<file path="config.mk">
export PLATFORM = sky130hd
export DESIGN_NAME = digit_entry
export DESIGN_NICKNAME = d
export VERILOG_FILES = /design/src/rtl/numberle_pkg.sv /design/src/rtl/key_stable_filter.sv /design/src/rtl/digit_entry.sv
export SDC_FILE = /design/constraint.sdc
export NUM_CORES = 1
export LEC_CHECK = 0
export ABC_AREA = 1
export ABC_CLOCK_PERIOD_IN_PS = 1400
export BUFFER_PORTS_ARGS = -buffer_cell sky130_fd_sc_hd__buf_2
export CORE_MARGIN = 4
export CORE_UTILIZATION = 51
export CTS_CLUSTER_DIAMETER = 150
export DETAILED_ROUTE_END_ITERATION = 7
export HOLD_SLACK_MARGIN = 0.03
export PLACE_DENSITY = 0.85
export SLEW_MARGIN = 20
export SYNTH_ARGS = -nofsm -noshare
export SYNTH_HDL_FRONTEND = slang
export SYNTH_SLANG_ARGS = --single-unit
export TNS_END_PERCENT = 5
</file>
<file path="constraint.sdc">
create_clock -name clk -period 1.4 [get_ports clk]
set_input_delay 0.14 -clock clk [delete_from_list [all_inputs] [get_ports clk]]
set_output_delay 0.14 -clock clk [all_outputs]
set_load 0.02 [all_outputs]
</file>
<file path="src/rtl/numberle_pkg.sv">
// Shared types and constants for the guess-entry path.
package numberle_pkg;

  localparam int KEY_W      = 4;
  localparam int MAX_DIGITS = 7;

  // Keypad codes that act as edit commands when keypad editing is enabled
  localparam logic [KEY_W-1:0] KEY_CLEAR = 4'hC;
  localparam logic [KEY_W-1:0] KEY_DEL   = 4'hD;
  localparam logic [KEY_W-1:0] KEY_ENTER = 4'hE;

  typedef enum logic {
    EDIT,
    SUBMIT
  } entry_state_t;

  // Decimal digit keys are 0x0..0x9
  function automatic logic is_digit(input logic [KEY_W-1:0] code);
    return code <= 4'd9;
  endfunction

endpackage

</file>
<file path="src/rtl/key_stable_filter.sv">
// Turns the decoder's held key code into single press events: a sample must
// stay identical for STABLE_CYCLES comparisons before it becomes the stable
// state, and only a 0->1 transition of the stable "held" flag is a press.
module key_stable_filter
  import numberle_pkg::*;
#(
  parameter int STABLE_CYCLES = 1_000_000
) (
  input  logic             clk,
  input  logic             rst_n,
  input  logic             key_held,
  input  logic [KEY_W-1:0] key_code,
  output logic [KEY_W-1:0] stable_code,
  output logic             press
);

  localparam int CNT_W = $clog2(STABLE_CYCLES + 1);
  localparam logic [CNT_W-1:0] CNT_MAX = CNT_W'(STABLE_CYCLES);

  logic [KEY_W:0]     sample_next;
  logic [KEY_W:0]     sample_reg;
  logic [CNT_W-1:0]   cnt_reg;
  logic               stable_held_reg;
  logic [KEY_W-1:0]   stable_code_reg;
  logic               press_reg;

  // The code is meaningless while no key is down, so mask it to keep a
  // wandering idle code from restarting the stability count.
  assign sample_next = key_held ? {1'b1, key_code} : '0;

  // Sample, count identical samples, and latch the stable state once settled
  always_ff @(posedge clk) begin
    if (!rst_n) begin
      sample_reg      <= '0;
      cnt_reg         <= '0;
      stable_held_reg <= 1'b0;
      stable_code_reg <= '0;
      press_reg       <= 1'b0;
    end else begin
      sample_reg <= sample_next;
      if (sample_next != sample_reg)
        cnt_reg <= '0;
      else if (cnt_reg != CNT_MAX)
        cnt_reg <= cnt_reg + 1'b1;

      press_reg <= 1'b0;
      if (cnt_reg == CNT_MAX) begin
        stable_held_reg <= sample_reg[KEY_W];
        stable_code_reg <= sample_reg[KEY_W-1:0];
        press_reg       <= sample_reg[KEY_W] & ~stable_held_reg;
      end
    end
  end

  assign stable_code = stable_code_reg;
  assign press       = press_reg;

endmodule

</file>
<file path="src/rtl/digit_entry.sv">
// Guess-entry stage: filters keypad presses, assembles DIGITS BCD digits,
// handles enter/delete buttons and hands the guess downstream via
// valid/ready. Define DIGIT_ENTRY_KEYPAD_EDIT_EN to let keypad codes 0xC/0xD/0xE
// act as clear/delete/enter.
module digit_entry
  import numberle_pkg::*;
#(
  parameter int DIGITS        = 4,
  parameter int STABLE_CYCLES = 1_000_000
) (
  input  logic                clk,
  input  logic                rst_n,
  input  logic                key_held,
  input  logic [KEY_W-1:0]    key_code,
  input  logic                btn_enter,
  input  logic                btn_del,
  input  logic                guess_ready,
  output logic                guess_valid,
  output logic [4*DIGITS-1:0] guess,
  output logic [4*DIGITS-1:0] disp_digits,
  output logic [2:0]          digit_count,
  output logic                entry_err
);

  localparam int BUF_W = 4 * DIGITS;
  localparam logic [2:0] FULL_COUNT = 3'(DIGITS);

  logic [KEY_W-1:0] stable_code;
  logic             press;

  key_stable_filter #(
    .STABLE_CYCLES(STABLE_CYCLES)
  ) u_filter (
    .clk        (clk),
    .rst_n      (rst_n),
    .key_held   (key_held),
    .key_code   (key_code),
    .stable_code(stable_code),
    .press      (press)
  );

  // Bit 0 is enter, bit 1 is delete
  logic [1:0] btn_in;
  logic [1:0] btn_edge;
  assign btn_in = {btn_del, btn_enter};

  for (genvar gi = 0; gi < 2; gi++) begin : g_btn
    logic b_reg;
    logic b_d_reg;
    // Register the level, then compare against its delayed copy for a rising edge
    always_ff @(posedge clk) begin
      if (!rst_n) begin
        b_reg   <= 1'b0;
        b_d_reg <= 1'b0;
      end else begin
        b_reg   <= btn_in[gi];
        b_d_reg <= b_reg;
      end
    end
    assign btn_edge[gi] = b_reg & ~b_d_reg;
  end

  entry_state_t     state_reg, state_next;
  logic [BUF_W-1:0] buffer_reg, buffer_next;
  logic [BUF_W-1:0] guess_reg, guess_next;
  logic [2:0]       count_reg, count_next;
  logic             err_reg, err_next;
  logic             act_enter, act_del, act_clear, act_digit, act_bad;

  // State and datapath registers
  always_ff @(posedge clk) begin
    if (!rst_n) begin
      state_reg  <= EDIT;
      buffer_reg <= '0;
      guess_reg  <= '0;
      count_reg  <= '0;
      err_reg    <= 1'b0;
    end else begin
      state_reg  <= state_next;
      buffer_reg <= buffer_next;
      guess_reg  <= guess_next;
      count_reg  <= count_next;
      err_reg    <= err_next;
    end
  end

  // Pick one action per cycle (enter > delete > key), then apply it
  always_comb begin
    state_next  = state_reg;
    buffer_next = buffer_reg;
    guess_next  = guess_reg;
    count_next  = count_reg;
    err_next    = 1'b0;
    act_enter   = 1'b0;
    act_del     = 1'b0;
    act_clear   = 1'b0;
    act_digit   = 1'b0;
    act_bad     = 1'b0;

    if (btn_edge[0])
      act_enter = 1'b1;
    else if (btn_edge[1])
      act_del = 1'b1;
    else if (press) begin
      if (is_digit(stable_code))
        act_digit = 1'b1;
`ifdef DIGIT_ENTRY_KEYPAD_EDIT_EN
      else if (stable_code == KEY_ENTER)
        act_enter = 1'b1;
      else if (stable_code == KEY_DEL)
        act_del = 1'b1;
      else if (stable_code == KEY_CLEAR)
        act_clear = 1'b1;
`endif
      else
        act_bad = 1'b1;
    end

    case (state_reg)
      EDIT: begin
        if (act_enter) begin
          if (count_reg == FULL_COUNT) begin
            state_next = SUBMIT;
            guess_next = buffer_reg;
          end else begin
            err_next = 1'b1;
          end
        end else if (act_del) begin
          if (count_reg != 3'd0) begin
            buffer_next = {4'h0, buffer_reg[BUF_W-1:4]};
            count_next  = count_reg - 3'd1;
          end else begin
            err_next = 1'b1;
          end
        end else if (act_clear) begin
          if (count_reg != 3'd0) begin
            buffer_next = '0;
            count_next  = 3'd0;
          end else begin
            err_next = 1'b1;
          end
        end else if (act_digit) begin
          if (count_reg != FULL_COUNT) begin
            buffer_next = {buffer_reg[BUF_W-5:0], stable_code};
            count_next  = count_reg + 3'd1;
          end else begin
            err_next = 1'b1;
          end
        end else if (act_bad) begin
          err_next = 1'b1;
        end
      end
      SUBMIT: begin
        // guess_valid is high throughout SUBMIT, so ready alone completes it
        if (guess_ready) begin
          state_next  = EDIT;
          buffer_next = '0;
          guess_next  = '0;
          count_next  = 3'd0;
        end
      end
      default: state_next = EDIT;
    endcase
  end

  assign guess_valid = (state_reg == SUBMIT);
  assign guess       = guess_reg;
  assign disp_digits = buffer_reg;
  assign digit_count = count_reg;
  assign entry_err   = err_reg;

endmodule

</file>
==> flow_summary_export.csv <==
group,metric,value,unit
grt,use_met1,0.259,
drt,drt_iter0_markers,202,
power_and_ir_drop,p_switching,1.19,mW
die,ioPinCount,47,
synthesis,ys_ff_latch,72,
synthesis,synth_top_area_cell,"dfxtp_1",
worst_setup_path,critPathArrivalTime,1.69,ns
final_layout,layout_common_cells,"nand2_1, nor2_1, dfxtp_1",
timing,fmax,687,MHz
timing,worst_pin_slew,0.283,ns
timing,slew_viol_final,0,
outcome,outcome,"finished with violations",
clocking,cts_buffers,9,
synthesis,ys_types,35,
worst_setup_path,required,1.64,ns
clocking,htreeDepth,3,
timing,fin_crit,1.46,ns
timing,fin_skew,0.00821,ns
synthesis,syn_area,3380,µm²
final_layout,area_growth,29.7,%
timing,hold_viol_final,0,
timing,finalSetupViolCount,7,
hold_path,worstHoldPathType,"in -> reg",
power_and_ir_drop,clockPowerShare,0.417,
grt,grt_max_degree,30,
final_layout,drive_gt1_frac,0.326,
outcome,failed_checks,"negative setup slack",
placed_design,gp_congestion,0.914,
grt,track_usage,0.221,
synthesis,dominantRegCellSynth,"dfxtp_1",
power_and_ir_drop,max-vdd-ir-drop,0.907,mV
synthesis,syn_inst,477,
synthesis,netlist.area_leader.share,0.426,
drt,via_per_inst,5.38,
grt,grt_pass1_wl,13700,µm
timing,setup_ws,-0.0565,ns
drt,drt_wl_total,8790,µm
drt,drc,0,
grt,antenna_found_initial,0,
clocking,clock_latency,0.35,ns
timing,rsz0062_at_grt,"true",
grt,overflow,0,
clocking,clockBufferDepth,2,
power_and_ir_drop,p_int,3.49,mW
drt,ant_nets,0,
clocking,cts_sinks,72,
power_and_ir_drop,p_seq_frac,0.467,
synthesis,yosys_warnings,0,
final_layout,layout_commonest_cell,"nand2_1",
timing,hold-worst-slack,0.0417,ns
synthesis,syn-num-nets,490,
die,core_area,6390,µm²
placed_design,dp_hpwl,5830,µm
die,die-area,8000,µm²
drt,post_drt_wl_per_cell,13.7,µm
worst_setup_path,worstSetupPathType,"reg -> reg",
die,initial_utilization,0.530,
job,cap_violations,0,
drt,drtPass1Iterations,4,
worst_setup_path,crit_fanout,6,
synthesis,synth-edff-count,0,
synthesis,ys_seq_area_frac,0.426,
placed_design,place_ws,-0.0403,ns
die,die_w,89.4,µm
timing,finalCritPeriodShare,1.04,
worst_setup_path,r2r_slack,-0.06,ns
placed_design,port_buffers,46,
clocking,root_buffer,"clkbuf_8",
worst_setup_path,crit_path_end_kind,"flop",
die,rows,29,
drt,vias,3448,
grt,grt_pass1_vias,3080,
synthesis,yosys-top-cells-area,"dfxtp_1, nand2_1, nor2_1, nand3_1, a21oi_1",
worst_setup_path,startpoint_type,"flop",
grt,grtUsageMet2,0.382,
grt,busiest_layer,"met2",
final_layout,finalCoreUtilization,0.687,
power_and_ir_drop,p_comb_frac,0.116,
final_layout,layout.nets,573,
power_and_ir_drop,pwr_density_cell,1070,nW/µm²
final_layout,antenna_cells,0,
final_layout,largest_register_ffs,20,
power_and_ir_drop,swShare,0.254,
power_and_ir_drop,p_leak,1.93,nW
timing,fin_tns_setup,-0.170,ns
clocking,path_clk_slew,0.08,ns
synthesis,syn_area_per_cell,7.09,µm²
synthesis,async_reset_ff_frac,0,
timing,slew_headroom,0.810,
grt,grt_use_met3,0.0387,
clocking,cts_tree,"yes",
die,die_h,89.4,µm
==> cells in the mapped netlist (all sizes together) (2+ instances only) <==
| master | n |
|---|---|
| ha | 2 |
| nor2 | 81 |
| inv | 52 |
| dfxtp | 72 |
| nand4 | 6 |
| a21oi | 37 |
| clkbuf | 6 |
| buf | 11 |
| nor3 | 10 |
| nand2 | 114 |
| or2 | 5 |
| nand3 | 43 |
| o21ai | 19 |
| nor3b | 2 |
| xnor2 | 2 |
| o211ai | 4 |
| nand3b | 2 |
| xor2 | 7 |
==> worst paths after layout <==
check                                         endpoint  cells after the start                startpoint
worst max-delay path              u_filter.cnt_reg[18]                      6       u_filter.cnt_reg[1]
worst min-delay path            u_filter.sample_reg[0]                      3               key_code[0]
worst max register to register    u_filter.cnt_reg[18]                      6       u_filter.cnt_reg[1]
worst min register to register          u_filter.press                      1  u_filter.stable_held_reg
==> repair_timing <==
item                       CTS  global route
gates cloned                 0             0
gates resized for setup      8            57
hold endpoints to repair     2             0
pin swaps                    5            24
buffers inserted             0             2
hold buffers                 2             0
setup endpoints to repair   13            55
==> metrics by stage <==
step | area (µm²) | std cells | total power, mW
after floorplan | 3390 | 477 | 2.58
after global placement | 3910 | 622 | 2.71
after detailed placement | 3910 | 622 | 2.73
after CTS | 4200 | 639 | 4.66
after global routing | 4390 | 641 | 4.85
final | 4390 | 641 | 4.67
==> power by group through the flow <==
stage                     sequential [mW]  clock [mW]  combinational (mW)
after global routing                 2.19        2.05               0.608
after global placement               2.23           0               0.480
after CTS                            2.18        1.96               0.511
after detailed placement             2.23           0               0.496
final                                2.18        1.95               0.544
after floorplan                      2.27           0               0.302
==> cells by family (layout without fill, tap and decap cells) <==
family	count (synthesis)	in the layout	share of synthesized area
AND/OR/NAND/NOR	263	263	0.355
flip-flops	72	72	0.426
adder cells (fa/ha/maj)	3	3	0.0133
AO/OA/AOI/OAI	61	61	0.0940
buffers and inverters	69	156	0.0880
XOR/XNOR	9	9	0.0233
==> critical path: stages, from the launching register on <==
cell and delay (ns):
dfxtp_2 0.37, ha_4 0.15, nand3_2 0.09, inv_2 0.07
nand4_1 0.24, o21ai_0 0.35, a21oi_2 0.08
==> per-layer routing <==
layer | vias to the layer above | routed length (µm)
met4 | 0 | 294
met5 | - | 0
li1 | 1688 | -
met2 | 148 | 4350
met3 | 28 | 605
met1 | 1584 | 3540
==> layout make-up <==
cell class,instances,area (µm²)
clock buffer,9,124
clock inverter,6,109
fill,500,2000
inverter,52,200
multi-input combinational,336,1820
sequential,72,1470
tap,77,96.3
timing repair buffer,89,577
Note: power is estimated with default switching activity, not from simulation.
